--- src/rtl/stack_pkg.sv ---
// Shared encodings for the CPU register-stack controller.
package stack_pkg;

  localparam int DEFAULT_DATA_WIDTH = 16;

  typedef enum logic [1:0] {
    OP_PUSH  = 2'b00,
    OP_POP   = 2'b01,
    OP_PEEK  = 2'b10,
    OP_CLEAR = 2'b11
  } op_e;

  typedef enum logic [0:0] {
    ST_IDLE  = 1'b0,
    ST_CLEAR = 1'b1
  } state_e;

endpackage

--- src/rtl/stack_storage.sv ---
// DEPTH x DATA_WIDTH register bank: one synchronous write port, one
// combinational read port, synchronous clear to zero.
module stack_storage #(
  parameter int DATA_WIDTH = 16,
  parameter int DEPTH      = 8,
  parameter int AW         = $clog2(DEPTH)
) (
  input  logic                  clk,
  input  logic                  reset,
  input  logic                  we,
  input  logic [AW-1:0]         waddr,
  input  logic [DATA_WIDTH-1:0] wdata,
  input  logic [AW-1:0]         raddr,
  output logic [DATA_WIDTH-1:0] rdata
);

  logic [DATA_WIDTH-1:0] mem [DEPTH];

  // each entry loads on its own decoded write strobe
  always_ff @(posedge clk) begin
    for (int i = 0; i < DEPTH; i++) begin
      if (reset)
        mem[i] <= '0;
      else if (we && waddr == AW'(i))
        mem[i] <= wdata;
    end
  end

  assign rdata = mem[raddr];

endmodule

--- src/rtl/stack_controller.sv ---
// LIFO register-stack sequencer: owns the stack pointer, serves
// PUSH/POP/PEEK/CLEAR over valid/ready and returns one response per command.
module stack_controller
  import stack_pkg::*;
#(
  parameter int DATA_WIDTH = DEFAULT_DATA_WIDTH,
  parameter int DEPTH      = 8,
  parameter int CNT_WIDTH  = $clog2(DEPTH+1)
) (
  input  logic                  in_clk,
  input  logic                  in_reset,
  input  logic                  in_cmd_valid,
  input  logic [1:0]            in_cmd_op,
  input  logic [DATA_WIDTH-1:0] in_cmd_data,
  output logic                  ot_cmd_ready,
  output logic                  ot_rsp_valid,
  output logic [DATA_WIDTH-1:0] ot_rsp_data,
  output logic                  ot_rsp_err,
  output logic [CNT_WIDTH-1:0]  ot_count,
  output logic                  ot_full,
  output logic                  ot_empty,
  input  logic                  in_err_clear,
  output logic                  ot_err_sticky
);

  localparam int AW = $clog2(DEPTH);

  state_e                state;
  logic [CNT_WIDTH-1:0]  count;
  logic [AW-1:0]         sweep_idx;
  logic                  accept, is_full, is_empty;
  op_e                   op;

  logic                  st_we;
  logic [AW-1:0]         st_waddr, st_raddr;
  logic [DATA_WIDTH-1:0] st_wdata, st_rdata;

  assign op       = op_e'(in_cmd_op);
  assign is_full  = (count == CNT_WIDTH'(DEPTH));
  assign is_empty = (count == '0);
  // ready drops with reset itself, not one edge later
  assign ot_cmd_ready = (state == ST_IDLE) && !in_reset;
  assign accept       = in_cmd_valid && ot_cmd_ready;

  assign ot_count = count;
  assign ot_full  = is_full;
  assign ot_empty = is_empty;

  // top of stack sits one below the pointer
  assign st_raddr = AW'(count - 1'b1);

  // write port mux: the clear sweep owns the port while it runs
  always_comb begin
    st_we    = 1'b0;
    st_waddr = AW'(count);
    st_wdata = in_cmd_data;
    if (state == ST_CLEAR) begin
      st_we    = 1'b1;
      st_waddr = sweep_idx;
      st_wdata = '0;
    end else if (accept && op == OP_PUSH && !is_full) begin
      st_we = 1'b1;
    end
  end

  stack_storage #(
    .DATA_WIDTH (DATA_WIDTH),
    .DEPTH      (DEPTH),
    .AW         (AW)
  ) u_storage (
    .clk   (in_clk),
    .reset (in_reset),
    .we    (st_we),
    .waddr (st_waddr),
    .wdata (st_wdata),
    .raddr (st_raddr),
    .rdata (st_rdata)
  );

  // FSM, stack pointer, sweep index and registered response
  always_ff @(posedge in_clk) begin
    if (in_reset) begin
      state         <= ST_IDLE;
      count         <= '0;
      sweep_idx     <= '0;
      ot_rsp_valid  <= 1'b0;
      ot_rsp_data   <= '0;
      ot_rsp_err    <= 1'b0;
      ot_err_sticky <= 1'b0;
    end else begin
      ot_rsp_valid <= 1'b0;
      if (ot_rsp_valid && ot_rsp_err) ot_err_sticky <= 1'b1;
      else if (in_err_clear)          ot_err_sticky <= 1'b0;

      unique case (state)
        ST_IDLE: begin
          if (accept) begin
            unique case (op)
              OP_PUSH: begin
                ot_rsp_valid <= 1'b1;
                ot_rsp_data  <= in_cmd_data;
                ot_rsp_err   <= is_full;
                if (!is_full) count <= count + 1'b1;
              end
              OP_POP, OP_PEEK: begin
                ot_rsp_valid <= 1'b1;
                ot_rsp_data  <= is_empty ? '0 : st_rdata;
                ot_rsp_err   <= is_empty;
                if (!is_empty && op == OP_POP) count <= count - 1'b1;
              end
              OP_CLEAR: begin
                count     <= '0;
                sweep_idx <= '0;
                state     <= ST_CLEAR;
              end
            endcase
          end
        end
        ST_CLEAR: begin
          sweep_idx <= sweep_idx + 1'b1;
          if (sweep_idx == AW'(DEPTH-1)) begin
            state        <= ST_IDLE;
            ot_rsp_valid <= 1'b1;
            ot_rsp_data  <= '0;
            ot_rsp_err   <= 1'b0;
          end
        end
        default: state <= ST_IDLE;
      endcase
    end
  end

endmodule

--- config.mk ---
export PLATFORM = sky130hd
export DESIGN_NAME = stack_controller
export DESIGN_NICKNAME = d
export VERILOG_FILES = /design/src/rtl/stack_pkg.sv /design/src/rtl/stack_storage.sv /design/src/rtl/stack_controller.sv
export SDC_FILE = /design/constraint.sdc
export NUM_CORES = 1
export LEC_CHECK = 0
export ABC_AREA = 1
export CAP_MARGIN = 20
export CORE_ASPECT_RATIO = 0.7
export CORE_MARGIN = 8
export CORE_UTILIZATION = 35
export CTS_BUF_LIST = sky130_fd_sc_hd__clkbuf_4 sky130_fd_sc_hd__clkbuf_8
export CTS_CLUSTER_SIZE = 40
export DETAILED_ROUTE_END_ITERATION = 8
export HOLD_SLACK_MARGIN = 0.02
export SLEW_MARGIN = 40
export SYNTH_ARGS = -nofsm -noshare
export SYNTH_HDL_FRONTEND = slang
export SYNTH_SLANG_ARGS = --single-unit
--- constraint.sdc ---
create_clock -name in_clk -period 3.9 [get_ports in_clk]
set_clock_uncertainty 0.15 [all_clocks]
set_input_delay 0.78 -clock in_clk [delete_from_list [all_inputs] [get_ports in_clk]]
set_output_delay 0.78 -clock in_clk [all_outputs]
set_load 0.005 [all_outputs]
==> out/results.md <==
| Group | Item | This run |
|---|---|---|
| detailed routing | Avg Vias per Cell | 4.80 |
| floorplanning | Core Box Area | 0.0216 mm2 |
| cells and area | Diode insertion count for antenna repair | 0 |
| global routing | Total routing usage reported by global routing | 0.154 |
| global routing | Number of antenna violations at the first check in global routing | 0 |
| placement | Cell count after placement | 1197 |
| clocking | Post-cts repair resize count | 0 |
| timing | Worst slew margin | 0.470 |
| timing | Worst hold margin | 0.317 ns |
| cells and area | Net count of the finished layout | 966 |
| power | Overall power after layout | 0.00371 W |
| detailed routing | TritonRoute pass-1 iters | 5 |
| floorplanning | Width of the die | 193 um |
| worst setup path | Data required time of the worst path | 2.97 ns |
| clocking | Number of buffers added by the clock tree synthesis step | 17 |
| timing | Setup violators final | 0 |
| clocking | Post-CTS setup repair buffer count | 0 |
| global routing | Pin count of the biggest net entering global routing | 70 |
| power | VDD IR max | 0.250 mV |
| timing | Worst Max-Slew Pin Slew | 0.795 ns |
| timing | Worst setup slack after layout | 0.809 ns |
| worst setup path | Critical path fanouts, max | 5 |
| timing | Final period utilization | 0.792 |
| clocking | Clock-pin transition on the worst setup and hold timing paths | 0.08 ns |
| placement | Placed wire-length estimate after detailed placement | 13300 um |
| logic synthesis | Synth warnings | 0 |
| cells and area | Ratio of cells with drive above 1 in the final layout | 0.0887 |
| floorplanning | Core Rows | 45 |
| floorplanning | Initial Utilization | 0.355 |
| timing | Hold Fails Final Rpt | 0 |
| detailed routing | Vias after detailed routing | 5902 |
| timing | Max frequency | 0.324 GHz |
| logic synthesis | Post-synth net total | 931 |
| clocking | Maximum count of clock buffers along a single path | 2 |
| cells and area | Area growth from synthesis to layout | 14.5% |
| timing | Fin. max-slew vios | 0 |
| clocking | Sinks on Clock Net | 155 |
| worst setup path | Family with the most delay on the worst path | buffers and inverters |
| detailed routing | Remaining design rule violation count | 0 |
| detailed routing | Routed WL per cell | 16.5 um |
| worst setup path | WP buf/inv | 2 |
| cells and area | Final cell count without fillers | 1229 |
| global routing | Number of global-route vias before repair | 5425 |
| clocking | Number of H-tree levels | 4 |
| worst setup path | Arr. time, crit path | 2.16 ns |
| placement | Routability Congestion | 0.783 |
| logic synthesis | Post-synthesis area per instance | 8.54 um2 |
| power | Static leakage | 3.74 nW |
| worst setup path | Crit path max-delay cell type | clkdlybuf4s50_1 |
| worst setup path | Kind of critical path | flop to output port |
| worst setup path | Kind of end point of the critical path | output port |
| floorplanning | Top-Level Pins | 48 |
| power | Ratio of total power to cell area | 422 mW/mm2 |
| timing | Period minus WS final | 3.09 ns |
| clocking | Worst-skew pair later-pin latency | 0.46 ns |
| detailed routing | Wire length reported by the detailed router | 20300 um |
| logic synthesis | Synth Instances | 899 |
| worst setup path | Critical Path, Cell by Cell | inv_1 > ha_1 > nand2_1 > nor2_1 > clkdlybuf4s50_1 |
| floorplanning | Overall die height | 140 um |
| global routing | Total grt overflow | 0 |
| clocking | Root Buffer Master | clkbuf_8 |
| timing | RSZ-0062 raised after global routing | no |
| placement | Pre-CTS setup slack | 0.549 ns |
| detailed routing | Antenna-violating nets left | 0 |
| worst setup path | Element type at the critical path start | flop |
| logic synthesis | Share of synthesized area occupied by flip-flops and latches | 0.571 |
| clocking | TritonCTS clock tree | yes |
| min path | Hold Crit Class | flop to flop |
| run status | Result of the run | completed |
| detailed routing | Number of DRC markers after the initial detailed-route iteration | 606 |
| logic synthesis | Number of register bits inferred by synthesis | 155 |
| global routing | Global-route wire length before repair | 31600 um |
| worst setup path | Maximum single-stage delay on the critical path | 0.60 ns |
| logic synthesis | Synth Cell Area | 0.00768 mm2 |
| logic synthesis | Number of different library cells in the post-synthesis netlist | 29 |
| timing | Summed negative setup slack over all endpoints | 0 ns |
| floorplanning | Die Outline Area | 0.0270 mm2 |
| placement | Count of port buffers added during placement | 47 |
| flow run | Max_cap viols | 0 |
| clocking | Hold-fix buffer count after cts | 0 |
[cell type report]
cell class,instances,area [um2]
fillers,2209,12800
inverters,115,432
repair buffers,60,568
multi-input cells,585,2640
well taps,282,353
clock buffers,21,270
flip-flops and latches,155,4390
clock inverters,11,145
[metal layers]
layer	track usage	wire length [um]	up-vias	share of wire
met5	0	0	-	0
met4	0.0375	238	0	0.012
met3	0.0377	1360	19	0.067
met2	0.237	9260	163	0.46
met1	0.214	9410	2800	0.46
li1	-	-	2920	-
[sequential cells by signal, summed over array words and instances (netlist names)]
name	count
ot_err_sticky	1
ot_rsp_err	1
ot_rsp_valid	1
ot_rsp_data	16
sweep_idx	3
ot_count	4
state	1
u_storage.mem	128
[synthesized netlist by cell type (all sizes together)]
master  number  area, um2
or2         12       75.1
ha          10        125
edfxtp     128       3840
clkinv       2       7.51
o21ai       17        104
buf         25        155
inv        113        424
nand2      267       1030
nor2       139        527
dfxtp       27        541
xor2         1       16.3
nand3       99        495
nor3         8       80.1
a31oi        2       27.5
xnor2        2       17.5
a21oi       27        135
a211oi       1       7.51
clkbuf      19       71.3
[metrics by stage]
stage | cell area, um2 | util
6_report | 8790 | 0.407
5_1_grt | 8790 | 0.407
4_1_cts | 8790 | 0.407
3_5_place_dp | 8380 | 0.387
3_3_place_gp | 8380 | 0.387
2_1_floorplan | 7680 | -
[final timing paths]
path,startpoint,endpoint,slack (ns),cells after the start
setup / recovery,ot_count[1],ot_empty,0.81,5
hold / removal,ot_err_sticky,ot_err_sticky,0.32,2
setup reg to reg,ot_count[0],ot_rsp_data[6],1.32,10
hold reg to reg,ot_err_sticky,ot_err_sticky,0.32,2
[worst min-delay path, delay by kind of cell, from the launching register on]
family | cells | cell delay, ns
simple gates | 1 | 0.06
flops | 1 | 0.32
compound gates | 1 | 0.05
[cell families (layout without fill, tap and decap cells)]
group / after synthesis / in the layout / synth area share
buf+inv: 159 / 207 / 0.0857
xor+xnor: 3 / 3 / 0.00440
compound gates: 47 / 47 / 0.0357
flops: 155 / 155 / 0.571
simple gates: 525 / 525 / 0.287
fa+ha+maj: 10 / 10 / 0.0163
[power breakdown]
group	leakage [nW]	internal, W	switching, W
clock network	0.206	0.000669	0.000615
logic	1.99	0.000170	0.000376
registers	1.54	0.00185	0.0000242
[cell usage in the layout, fill, tap and decap left out, types with 2 or more instances in the layout]
cell type / n
clkinv_1: 2
or2_1: 6
nor3_2: 8
nand3_1: 99
clkinvlp_4: 3
clkinv_2: 3
dfxtp_1: 26
o21ai_1: 2
xnor2_1: 2
inv_2: 7
nand2_1: 257
bufinv_16: 3
clkbuf_4: 3
nor2_2: 2
nand2_2: 10
ha_1: 10
o21ai_0: 12
clkdlybuf4s50_1: 47
nor2_1: 137
inv_1: 106
buf_4: 13
a21oi_1: 27
clkbuf_8: 18
or2_2: 6
clkinv_4: 2
o21ai_2: 2
edfxtp_1: 128
(Power assumes the default switching activity.)
==> RTL edit: new RTL, same settings <==
The package constant `DEFAULT_DATA_WIDTH` goes from 16 to 12.
--- a/src/rtl/stack_pkg.sv
+++ b/src/rtl/stack_pkg.sv
@@ -1,7 +1,7 @@
 // Shared encodings for the CPU register-stack controller.
 package stack_pkg;
 
-  localparam int DEFAULT_DATA_WIDTH = 16;
+  localparam int DEFAULT_DATA_WIDTH = 12;
 
   typedef enum logic [1:0] {
     OP_PUSH  = 2'b00,
Interface: changed (resized in_cmd_data and ot_rsp_data); port bits go from 48 to 40. No check against the original RTL was run, so the function may have changed too.
==> RTL edit against the original RTL <==
- clock power is 4% lower
- routed wire length is 17% lower
- total power is 16% lower
- sequential power is 23% lower
- synthesized area is 21% lower
- via count is 19% lower
- sequential share of layout area is 2.2 points lower
- sequential cell count is 36 lower
- final area is 20% lower
- fmax is 3.3% higher
- die area is 19% lower
- worst setup slack better by 0.097 ns
- largest cell class unchanged
==> RTL edit: results (changes against the original RTL) <==
- Status: finished clean (unchanged)
- First-pass GRT wire length: 26.2 mm (was 31.6 mm)
- DR WL/cell: 17.1 um (was 16.5 um)
- Leakage power total: 0.00298 uW (was 0.00374 uW)
- Compound-Gate Fraction of Synth Area: 4.30% (was 3.57%)
- Met2 Use GR: 22.0% (was 23.7%)
- Seq/Total Area, Yosys: 55.0% (was 57.1%)
- DR iter-0 viols: 540 (was 606)
- Dpl cells: 951 (was 1,197)
- Clk_lat worst skew: 0.44 ns (was 0.46 ns)
- Post-Synth Adder-Cell Area: 2.06% (was 1.63%)
- Max Fanout on Critical Path: 26 (was 5)
- Largest net degree at the start of global routing: 55 (was 70)
- Synth area leaders: edfxtp_1 47%, nand2_1 12%, dfxtp_1 7.6% (was edfxtp_1 50%, nand2_1 13%, dfxtp_1 7.0%)
- # port buffers: 39 (was 47)
- Max reg flops: 96 (was 128)
- Via count of the routed design: 4,756 (was 5,902)
- Syn Nets: 740 (was 931)
- Via count of the first global-routing pass: 4,555 (was 5,425)
- Met3 wire len: 1.59 mm (was 1.36 mm)
- VDD IR max: 0.157 mV (was 0.250 mV)
- M3 GR Usage: 3.97% (was 3.77%)
- GRT met1 Usage: 22.7% (was 21.4%)
- Final std cells w/o fill: 982 (was 1,229)
- Commonest cells in the synthesized netlist: 200 x nand2_1, 99 x nor2_1, 96 x edfxtp_1, 86 x inv_1, 75 x nand3_1 (was 257 x nand2_1, 137 x nor2_1, 128 x edfxtp_1, 106 x inv_1, 99 x nand3_1)
- DP HPWL: 11.6 mm (was 13.3 mm)
- Layout cell share with drive strength beyond 1: 10.8% (was 8.87%)
- NumNets Final: 767 (was 966)
- Post-synthesis cell type count: 30 (was 29)
- Synth Area in XOR/XNOR: 0.432% (was 0.440%)
- Worst-Margin Slew: 0.773 ns (was 0.795 ns)
- WP data arrival: 3.17 ns (was 2.16 ns)
- All-Layer GR Usage: 15.6% (was 15.4%)
- Filler cell count: 1,692 (was 2,209)
- Syn_area_per_cell: 8.54 um^2 (about the same)
- Placed inst area: 6580 um^2 (was 8380 um^2)
## RTL edit: changes by cell type after synthesis, sizes merged
cell    change
buf         -2
a21oi       -4
clkbuf      -5
inv        -25
nand3      -24
clkinv      +1
nor2       -32
dfxtp       -4
edfxtp     -32
nand2      -60
## RTL edit: worst paths after layout
path                                      from  slack, ns             end  cells past startpoint
worst min-delay path            ot_rsp_data[5]       0.32  ot_rsp_data[5]                      2
worst max register to register     ot_count[1]       0.91  ot_rsp_data[1]                     10
worst max-delay path               ot_count[1]       0.91  ot_rsp_data[1]                     10
worst min register to register  ot_rsp_data[5]       0.32  ot_rsp_data[5]                      2
## RTL edit: kinds of logic (layout without fill, tap and decap cells)
| logic type | Yosys count | count (layout) |
|---|---|---|
| buffers and inverters | 128 | 167 |
| AND/OR/NAND/NOR | 409 | 409 |
| adder cells (fa/ha/maj) | 10 | 10 |
| AO/OA/AOI/OAI | 43 | 43 |
| flip-flops | 119 | 119 |
| XOR/XNOR | 3 | 3 |
## RTL edit: worst max-delay path, cell delays in order (launching register included)
cell and delay, ns:
dfxtp_1 0.43, inv_1 0.15, ha_1 0.30, buf_4 0.29, clkinv_1 0.70, nand2_1 0.46, nand3_1 0.12, nand3_1 0.11
nand2_1 0.06, nand2_1 0.05, a21oi_1 0.06
## RTL edit: power by group
group	internal [uW]	switching, uW
Clock	708	524
Combinational	135	301
Sequential	1420	21.8
Total	2260	846
## RTL edit: area by class of cell
cell class	instances	area [um^2]	share of cell area [%]
tap	231	289	4.12
inverter	91	345	4.93
sequential	119	3340	47.7
clock buffer	18	248	3.53
clock inverter	13	178	2.53
multi-input combinational	465	2170	31.0
timing repair buffer	45	435	6.21
